## config.mk

```make
export PLATFORM = sky130hd
export DESIGN_NAME = memlog_ctrl
export DESIGN_NICKNAME = d
export VERILOG_FILES = /design/src/rtl/memlog_pkg.sv /design/src/rtl/memlog_watchdog.sv /design/src/rtl/memlog_ctrl.sv
export SDC_FILE = /design/constraint.sdc
export NUM_CORES = 1
export LEC_CHECK = 0
export BUFFER_PORTS_ARGS = -buffer_cell sky130_fd_sc_hd__buf_4
export CAP_MARGIN = 15
export CORE_MARGIN = 3
export CORE_UTILIZATION = 58
export CTS_CLUSTER_DIAMETER = 60
export DETAILED_ROUTE_END_ITERATION = 6
export PLACE_DENSITY = 0.88
export SYNTH_ARGS = -nofsm -noshare
export SYNTH_HDL_FRONTEND = slang
export SYNTH_HIERARCHICAL = 1
export SYNTH_SLANG_ARGS = --single-unit
```

## constraint.sdc

```tcl
create_clock -name clk -period 4.4 [get_ports clk]
set_input_delay 0.88 -clock clk [delete_from_list [all_inputs] [get_ports clk]]
set_output_delay 0.88 -clock clk [all_outputs]
set_load 0.02 [all_outputs]
```

## src/rtl/memlog_pkg.sv

```systemverilog
// memlog_pkg: shared definitions for the MEMLog capture sequencer.
//   - cmd_e         : host command codes (NOP/START/DUMP/ABORT)
//   - state_e       : 3-bit sequencer state encoding
//   - MEMLOG_DATA_W : MEMLog word width
//   - is_busy()     : true for every state except idle and done
package memlog_pkg;

  localparam int unsigned MEMLOG_DATA_W = 32;

  typedef enum logic [1:0] {
    CMD_NOP   = 2'b00,
    CMD_START = 2'b01,
    CMD_DUMP  = 2'b10,
    CMD_ABORT = 2'b11
  } cmd_e;

  typedef enum logic [2:0] {
    StIdle    = 3'd0,
    StArm     = 3'd1,
    StCapture = 3'd2,
    StDone    = 3'd3,
    StRdStart = 3'd4,
    StRdWait  = 3'd5,
    StRdOut   = 3'd6
  } state_e;

  function automatic logic is_busy(input state_e s);
    return (s != StIdle) && (s != StDone);
  endfunction

endpackage

```

## src/rtl/memlog_watchdog.sv

```systemverilog
// memlog_watchdog: capture watchdog counter.
// Ports:
//   clk      in  clock, rising edge
//   i_rst    in  asynchronous active-high reset
//   i_clear  in  zero the count (takes priority over enable)
//   i_enable in  count one cycle
//   o_expire out high on the enabled cycle that completes 2**TIMEOUT_W-1 counted cycles
module memlog_watchdog #(
  parameter int unsigned TIMEOUT_W = 20
) (
  input  logic clk,
  input  logic i_rst,
  input  logic i_clear,
  input  logic i_enable,
  output logic o_expire
);

  localparam logic [TIMEOUT_W-1:0] CNT_ONE = TIMEOUT_W'(1);

  logic [TIMEOUT_W-1:0] r_count;
  logic [TIMEOUT_W-1:0] w_count_inc;

  assign w_count_inc = r_count + CNT_ONE;
  // Fire when this cycle's increment reaches all-ones, so expiry lands exactly on the
  // (2**TIMEOUT_W-1)th enabled cycle.
  assign o_expire    = i_enable && (&w_count_inc);

  always_ff @(posedge clk or posedge i_rst) begin
    if (i_rst) begin
      r_count <= '0;
    end else if (i_clear) begin
      r_count <= '0;
    end else if (i_enable) begin
      r_count <= w_count_inc;
    end
  end

endmodule

```

## src/rtl/memlog_ctrl.sv

```systemverilog
// memlog_ctrl: sequencer for the MEMLog capture BRAM. Turns host commands into
// MEMLog run/read pulses, then walks the read address and streams every log word
// out over a valid/ready interface.
// Ports:
//   clk, i_rst                       clock / async active-high reset
//   i_cmd_valid, i_cmd               host command strobe and code
//   o_cmd_err                        1-cycle pulse: START/DUMP rejected while busy
//   i_mem_full                       MEMLog full flag
//   o_run_log, o_read_log            1-cycle MEMLog control pulses
//   o_addr_log_to_mem                MEMLog read address
//   i_data_log_from_mem              MEMLog read data
//   o_data, o_data_valid, i_data_ready  word stream toward the host bridge
//   o_busy, o_done, o_timeout        status (timeout is sticky until next START)
module memlog_ctrl
  import memlog_pkg::*;
#(
  parameter int unsigned BRAM_ADDR_WIDTH = 15,
  parameter int unsigned RD_LATENCY      = 2,
  parameter int unsigned TIMEOUT_W       = 20
) (
  input  logic                       clk,
  input  logic                       i_rst,
  input  logic                       i_cmd_valid,
  input  logic [1:0]                 i_cmd,
  output logic                       o_cmd_err,
  input  logic                       i_mem_full,
  output logic                       o_run_log,
  output logic                       o_read_log,
  output logic [BRAM_ADDR_WIDTH-1:0] o_addr_log_to_mem,
  input  logic [MEMLOG_DATA_W-1:0]   i_data_log_from_mem,
  output logic [MEMLOG_DATA_W-1:0]   o_data,
  output logic                       o_data_valid,
  input  logic                       i_data_ready,
  output logic                       o_busy,
  output logic                       o_done,
  output logic                       o_timeout
);

  localparam int unsigned LAT_W = (RD_LATENCY > 1) ? $clog2(RD_LATENCY) : 1;
  localparam logic [LAT_W-1:0]           LAT_LAST = LAT_W'(RD_LATENCY - 1);
  localparam logic [LAT_W-1:0]           LAT_ONE  = LAT_W'(1);
  localparam logic [BRAM_ADDR_WIDTH-1:0] ADDR_ONE = BRAM_ADDR_WIDTH'(1);

  state_e                     r_state;
  logic [BRAM_ADDR_WIDTH-1:0] r_addr;
  logic [LAT_W-1:0]           r_lat;
  logic [MEMLOG_DATA_W-1:0]   r_data;
  logic                       r_data_valid;
  logic                       r_run_log;
  logic                       r_read_log;
  logic                       r_cmd_err;
  logic                       r_timeout;

  cmd_e w_cmd;
  logic w_busy;
  logic w_abort;
  logic w_start_or_dump;
  logic w_wd_expire;

  assign w_cmd           = cmd_e'(i_cmd);
  assign w_busy          = is_busy(r_state);
  assign w_abort         = i_cmd_valid && (w_cmd == CMD_ABORT);
  assign w_start_or_dump = i_cmd_valid && ((w_cmd == CMD_START) || (w_cmd == CMD_DUMP));

  memlog_watchdog #(
    .TIMEOUT_W (TIMEOUT_W)
  ) u_watchdog (
    .clk      (clk),
    .i_rst    (i_rst),
    .i_clear  (r_state == StArm),
    .i_enable (r_state == StCapture),
    .o_expire (w_wd_expire)
  );

  always_ff @(posedge clk or posedge i_rst) begin
    if (i_rst) begin
      r_state      <= StIdle;
      r_addr       <= '0;
      r_lat        <= '0;
      r_data       <= '0;
      r_data_valid <= 1'b0;
      r_run_log    <= 1'b0;
      r_read_log   <= 1'b0;
      r_cmd_err    <= 1'b0;
      r_timeout    <= 1'b0;
    end else begin
      r_run_log  <= 1'b0;
      r_read_log <= 1'b0;
      r_cmd_err  <= 1'b0;
      if (w_busy && w_abort) begin
        // Abort wins over everything, including a same-cycle stream transfer.
        r_state      <= StIdle;
        r_data_valid <= 1'b0;
        r_addr       <= '0;
        r_lat        <= '0;
      end else begin
        if (w_busy && w_start_or_dump) r_cmd_err <= 1'b1;
        unique case (r_state)
          StIdle, StDone: begin
            if (i_cmd_valid) begin
              case (w_cmd)
                CMD_START: begin
                  r_state   <= StArm;
                  r_run_log <= 1'b1;
                  r_timeout <= 1'b0;
                end
                CMD_DUMP: begin
                  r_state    <= StRdStart;
                  r_read_log <= 1'b1;
                  r_addr     <= '0;
                  r_lat      <= '0;
                end
                CMD_ABORT: r_state <= StIdle;
                default:   ;
              endcase
            end
          end
          StArm: r_state <= StCapture;
          StCapture: begin
            if (i_mem_full) begin
              r_state <= StDone;
            end else if (w_wd_expire) begin
              r_state   <= StIdle;
              r_timeout <= 1'b1;
            end
          end
          StRdStart: r_state <= StRdWait;
          StRdWait: begin
            if (r_lat == LAT_LAST) begin
              r_data       <= i_data_log_from_mem;
              r_data_valid <= 1'b1;
              r_state      <= StRdOut;
            end else begin
              r_lat <= r_lat + LAT_ONE;
            end
          end
          StRdOut: begin
            if (i_data_ready) begin
              r_data_valid <= 1'b0;
              r_lat        <= '0;
              if (&r_addr) begin
                r_state <= StIdle;
                r_addr  <= '0;
              end else begin
                r_addr  <= r_addr + ADDR_ONE;
                r_state <= StRdWait;
              end
            end
          end
          default: r_state <= StIdle;
        endcase
      end
    end
  end

  assign o_busy            = w_busy;
  assign o_done            = (r_state == StDone);
  assign o_cmd_err         = r_cmd_err;
  assign o_run_log         = r_run_log;
  assign o_read_log        = r_read_log;
  assign o_addr_log_to_mem = r_addr;
  assign o_data            = r_data;
  assign o_data_valid      = r_data_valid;
  assign o_timeout         = r_timeout;

endmodule
```

### Word level (Yosys, flattened, before mapping)

Cells that the tools add are included.

* register bits: 76
* output and inout port bits: 54
* logic and storage cells: 98

* add/sub/neg operators: 3
* equal/unequal tests: 20
* mux-type cells: 41
* bitwise operators: 1
* reductions and logical operators: 23

Operators by type and width (count)
* 15-bit 2-to-1 mux: 5
* 20-bit 2-to-1 mux: 2
* 15-bit one-hot mux with 2 select lines: 1
* 1-bit 2-to-1 mux: 21
* 3-bit 2-to-1 mux: 7
* 20-bit by 1-bit adder with 20-bit output (second input constant): 1
* 20-bit AND reduction: 1
* 3-bit one-hot mux with 6 select lines: 1
* 15-bit by 1-bit adder with 15-bit output (second input constant): 1
* 15-bit AND reduction: 1
* 3-bit inequality test (second input constant): 4
* 3-bit equality test (second input constant): 3
* 3-bit one-hot mux with 3 select lines: 1
* 3-bit nonzero test: 3
* 2-bit inequality test (second input constant): 4
* 4-bit AND reduction: 2
* 3-bit by 2-bit equality test with 1-bit output (second input constant): 2
* 1-bit logical AND: 6
* 3-bit AND reduction: 2
* 6-bit AND reduction: 1
* 5-bit inequality test (second input constant): 1
* 5-bit AND reduction: 1
* 2-bit equality test (second input constant): 2
* 4-bit inequality test (second input constant): 1
* other kinds (12): 14

### Logic depth before layout (Yosys ltp)

* word-level depth: 7
* mapped depth: 11

### Cells and area by module

Netlist, hierarchy kept.

By module, submodules not included
* memlog_ctrl: instances 1, cells each 239, area each 2751.4 um^2
* memlog_watchdog: instances 1, cells each 142, area each 1277.5 um^2

### Worst setup path after synthesis

Ideal clock, no wire load.

* path type: reg-to-reg
* from: reg u_watchdog.r_count[0]
* to: reg r_state[0]
* library setup time: 0.126 ns
* arrival: 2.252 ns
* required time: 4.274 ns
* setup slack: 2.022 ns
* cell stages (with the launch flop): 11
* period minus slack after synthesis: 2.378 ns
* cells stage by stage: dfrtp_1 > ha_1 > nand3_1 > nor4_2 > xnor2_1 > nand4_1 > a2111oi_2 > nor3_1 > o211ai_1 > nand3_1 > mux2i_1

* word-level cells in the longest chain between the ends: 5

Ends and longest elaborated chain
* from (decl): RTL line memlog_watchdog.sv:20 `logic [TIMEOUT_W-1:0] r_count;`
* from (signal assigned): RTL line memlog_watchdog.sv:34 `r_count <= w_count_inc;`
* 20-bit by 1-bit adder with 20-bit output: RTL line memlog_watchdog.sv:23 `assign w_count_inc = r_count + CNT_ONE;`
* 20-bit AND reduction: RTL line memlog_watchdog.sv:26 `assign o_expire = i_enable && (&w_count_inc);`
* 1-bit logical AND: RTL line memlog_watchdog.sv:26
* via w_wd_expire: RTL line memlog_ctrl.sv:58 `logic w_wd_expire;`
* 4-bit inequality test (no line)
* 5-bit AND reduction (no line)
* to (signal assigned): RTL line memlog_ctrl.sv:77 `r_state <= StIdle;`
* to (signal assigned): RTL line memlog_ctrl.sv:92 `r_state <= StIdle;`
* to (signal assigned): RTL line memlog_ctrl.sv:103 `r_state <= StArm;`
* to (decl): RTL line memlog_ctrl.sv:44 `state_e r_state;`

The timed path passes the listed nets, and every way through them passes these cells.
A chain may end at the register's enable or synchronous reset.

### Worst setup path after layout

Same ends and word-level chain as after synthesis.

==> flow_metrics.env <==
export IMPL_drive_gt1_share_pct=34.3
export IMPL_synth_warnings=6
export IMPL_ctsRootBufferMaster="clkbuf_8"
export IMPL_holdBufCountCts=0
export IMPL_ios=93
export IMPL_synth_ff_type="dfrtp_1"
export IMPL_grt_overflow=0
export IMPL_drc_errors=0
export IMPL_antenna_left=0
export IMPL_synthCells=381
export IMPL_synth_top_area_share_pct=47.2
export IMPL_timing_rr_end="r_state[0]"
export IMPL_required_ps=4640
export IMPL_hold_violations=0
export IMPL_power_frac_comb_pct=36.8
export IMPL_rsz0062_at_grt="false"
export IMPL_ys_ff_latch=76
export IMPL_insertion_delay_ps=360
export IMPL_path_cells="ha_1 > nand3_1 > nor4_2 > xnor2_1 > nand4_1 > a2111oi_2 > nor3_1 > o211ai_1 > nand3_1 > mux2i_1"
export IMPL_ctsResizeCount=0
export IMPL_diodes=0
export IMPL_wl_um=9680
export IMPL_synth_fp_nets=428
export IMPL_finalCriticalPeriod_ps=2930
export IMPL_die_y_um=89.3
export IMPL_period_share_pct=66.6
export IMPL_crit_top_cell="nand3_1"
export IMPL_path_clk_slew_ps=80
export IMPL_grt_max_degree=38
export IMPL_rr_worst_depth=10
export IMPL_finalSetupTns_ps=0
export IMPL_cp_max_fo=7
export IMPL_max_stage_delay_ps=500
export IMPL_postSynthAreaPerCell_um2=10.6
export IMPL_fmax_mhz=341
export IMPL_fin_nets=517
export IMPL_p_clk_share_pct=25.0
export IMPL_finalSetupViolCount=0
export IMPL_swShare_pct=36.0
export IMPL_finalMaxSlewViolations=0
export IMPL_worst_setup_path_start_kind="register"
export IMPL_synthTopCellsByArea="dfrtp_1 (47%), mux2_2 (8.9%), nor2_1 (3.2%), xnor2_1 (2.6%), nand2_1 (2.5%)"
export IMPL_drt_iter0_markers=183
export IMPL_routedWlPerCell_um=17.5
export IMPL_grt_pass1_vias=3133
export IMPL_synth_cell_types=62
export IMPL_cts_setup_buffers=0
export IMPL_vdd_ir_drop_max_v=0.000267
export IMPL_hold_class="in -> async"
export IMPL_vias_per_cell=6.08
export IMPL_core_area_um2=6530
export IMPL_syn_to_final_growth_pct=23.6
export IMPL_relSlewSlack_pct=47.2
export IMPL_path_class="reg -> reg"
export IMPL_antenna_found_initial=0
export IMPL_dieArea_um2=7980
export IMPL_synth_edf_count=0
export IMPL_finalPower_uw=2620
export IMPL_routabilityCongestion=0.883
export IMPL_reg2reg_from="u_watchdog/r_count[0]"
export IMPL_tightest_slew_ps=791
export IMPL_end_kind="register"
export IMPL_floorplan_initialDensity_pct=61.7
export IMPL_grt_pass1_wl_um=15100
export IMPL_clockBufferDepth=2
export IMPL_vias=3356
export IMPL_cp_data_arrival_time_ps=3170
export IMPL_dpl_hpwl_um=6920
export IMPL_numCtsBuffers=9
export IMPL_first_pass_iters=6
export IMPL_maxCapViolCount=0
export IMPL_p_per_area_nw_per_um2=527
export IMPL_status="finished, final reports clean"
export IMPL_p_leak_uw=0.00235
export IMPL_clkSinkCount=76
export IMPL_syn_area_um2=4030
export IMPL_track_usage_pct=24.9
export IMPL_seqPwrFrac_pct=38.2
export IMPL_row_count=29
export IMPL_clock_skew_ps=11.7
export IMPL_power_internal_uw=1680
export IMPL_cts_htree_levels=3
export IMPL_switching_power_uw=946
export IMPL_die_x_um=89.3
export IMPL_synth_area_leader_cell="dfrtp_1"
export IMPL_tritoncts="done"
export IMPL_yosysSeqAreaShare_pct=47.2
export IMPL_crit_slowest_cell="a2111oi_2"
export IMPL_rrSetupSlack_ps=1470
export IMPL_io_buffers=92
export IMPL_synth_async_reset_ratio_pct=100
## registers in the layout, indices dropped and copies added, names as in the netlist
signal and flops:
o_timeout 1, o_cmd_err 1, o_data_valid 1, r_state 3, u_watchdog/r_count 20, o_run_log 1
o_data 32, o_addr_log_to_mem 15, o_read_log 1, r_lat 1
## logic make-up (layout without fill, tap and decap cells)
logic type                 count (synthesis)  count (layout)  share of synthesized area (%)
xor gates and xnor gates                  22              22                           4.78
AOI/OAI and AO/OA                         61              61                           10.8
and+or+nand+nor                          149             149                           21.2
DFF                                       76              76                           47.2
muxes                                     34              34                           9.44
adders and majority gates                  8               8                           2.48
buffers and inverters                     31             125                           4.04
## cells in the mapped netlist, drive strengths merged (2+ instances only)
cell	n
nand3	18
a211oi	2
a31oi	5
nor2	35
and2	2
nor3	16
or2	2
a22o	8
nand2	28
ha	8
o2bb2ai	3
o21ai	18
o211ai	4
mux2i	2
xor2	10
mux2	32
nor3b	2
dfrtp	76
nor4	6
xnor2	12
nand2b	3
clkbuf	3
and4	2
inv	13
a21o	3
nand4b	2
and3	8
nor4b	2
nand4	14
buf	15
nor2b	6
a21oi	7
o21bai	2
## layer usage
metal	routed length [um]	up-vias	track usage (%)
met3	741	18	4.24
met2	4930	153	43.7
met5	0	-	0
met1	3880	1641	31.0
met4	129	0	8.80
li1	-	1544	-
## critical path: cells and delay by family (launching register included)
kind / cells / cell delay [ps]
AOI/OAI and AO/OA: 2 / 790
xor gates and xnor gates: 1 / 170
DFF: 1 / 470
and+or+nand+nor: 5 / 960
adders and majority gates: 1 / 260
muxes: 1 / 150
## stage by stage
| step | setup slack (ps) | cells | instance area (um^2) | hold WS, ps | utilization [%] |
|---|---|---|---|---|---|
| 2_1_floorplan | 2020 | 381 | 4030 | 477 | - |
| 3_3_place_gp | 1750 | 536 | 4730 | 491 | 72.5 |
| 6_report | 1470 | 552 | 4980 | 517 | 76.2 |
| 4_1_cts | 1510 | 552 | 4980 | 517 | 76.2 |
| 3_5_place_dp | 1560 | 536 | 4730 | 497 | 72.5 |
| 5_1_grt | 1340 | 552 | 4980 | 524 | 76.2 |
## placed cells by master (no fill, tap or decap), types with 4 or more instances in the layout
master	instances
nand2_1	27
a21oi_1	7
nor2b_1	4
nand4_1	12
dfrtp_1	76
nor2_1	34
a31oi_1	4
nor3_1	15
xor2_1	10
inv_1	12
o21ai_0	12
xnor2_1	12
and3_1	8
clkbuf_8	9
nand3_1	16
buf_4	96
mux2_2	32
o21ai_1	6
a22o_1	8
ha_1	8
## power groups by stage
stage	Sequential, uW	Combinational, uW	Clock [uW]
6_report	1000	965	656
3_5_place_dp	1020	965	0
5_1_grt	1020	1040	695
4_1_cts	1000	970	665
2_1_floorplan	1140	468	0
3_3_place_gp	1010	927	0
## worst max path at each step
stage | from | end | slack, ps | cells after the start
floorplan | u_watchdog/r_count[0] | r_state[0] | 2020 | 10
global placement | r_state[1] | r_state[0] | 1750 | 11
detailed placement | u_watchdog/r_count[0] | r_state[0] | 1560 | 10
CTS | u_watchdog/r_count[0] | r_state[0] | 1510 | 10
global route | u_watchdog/r_count[1] | r_state[0] | 1340 | 10
finish | u_watchdog/r_count[0] | r_state[0] | 1470 | 10
## cell type report
class / instances / area, um^2
multi-input combinational: 274 / 1960
sequential: 76 / 1900
fill: 437 / 1550
timing repair buffer: 96 / 721
clock buffer: 9 / 124
clock inverter: 7 / 123
tap: 77 / 96.3
inverter: 13 / 48.8
Power figures use the tool's default switching activity.
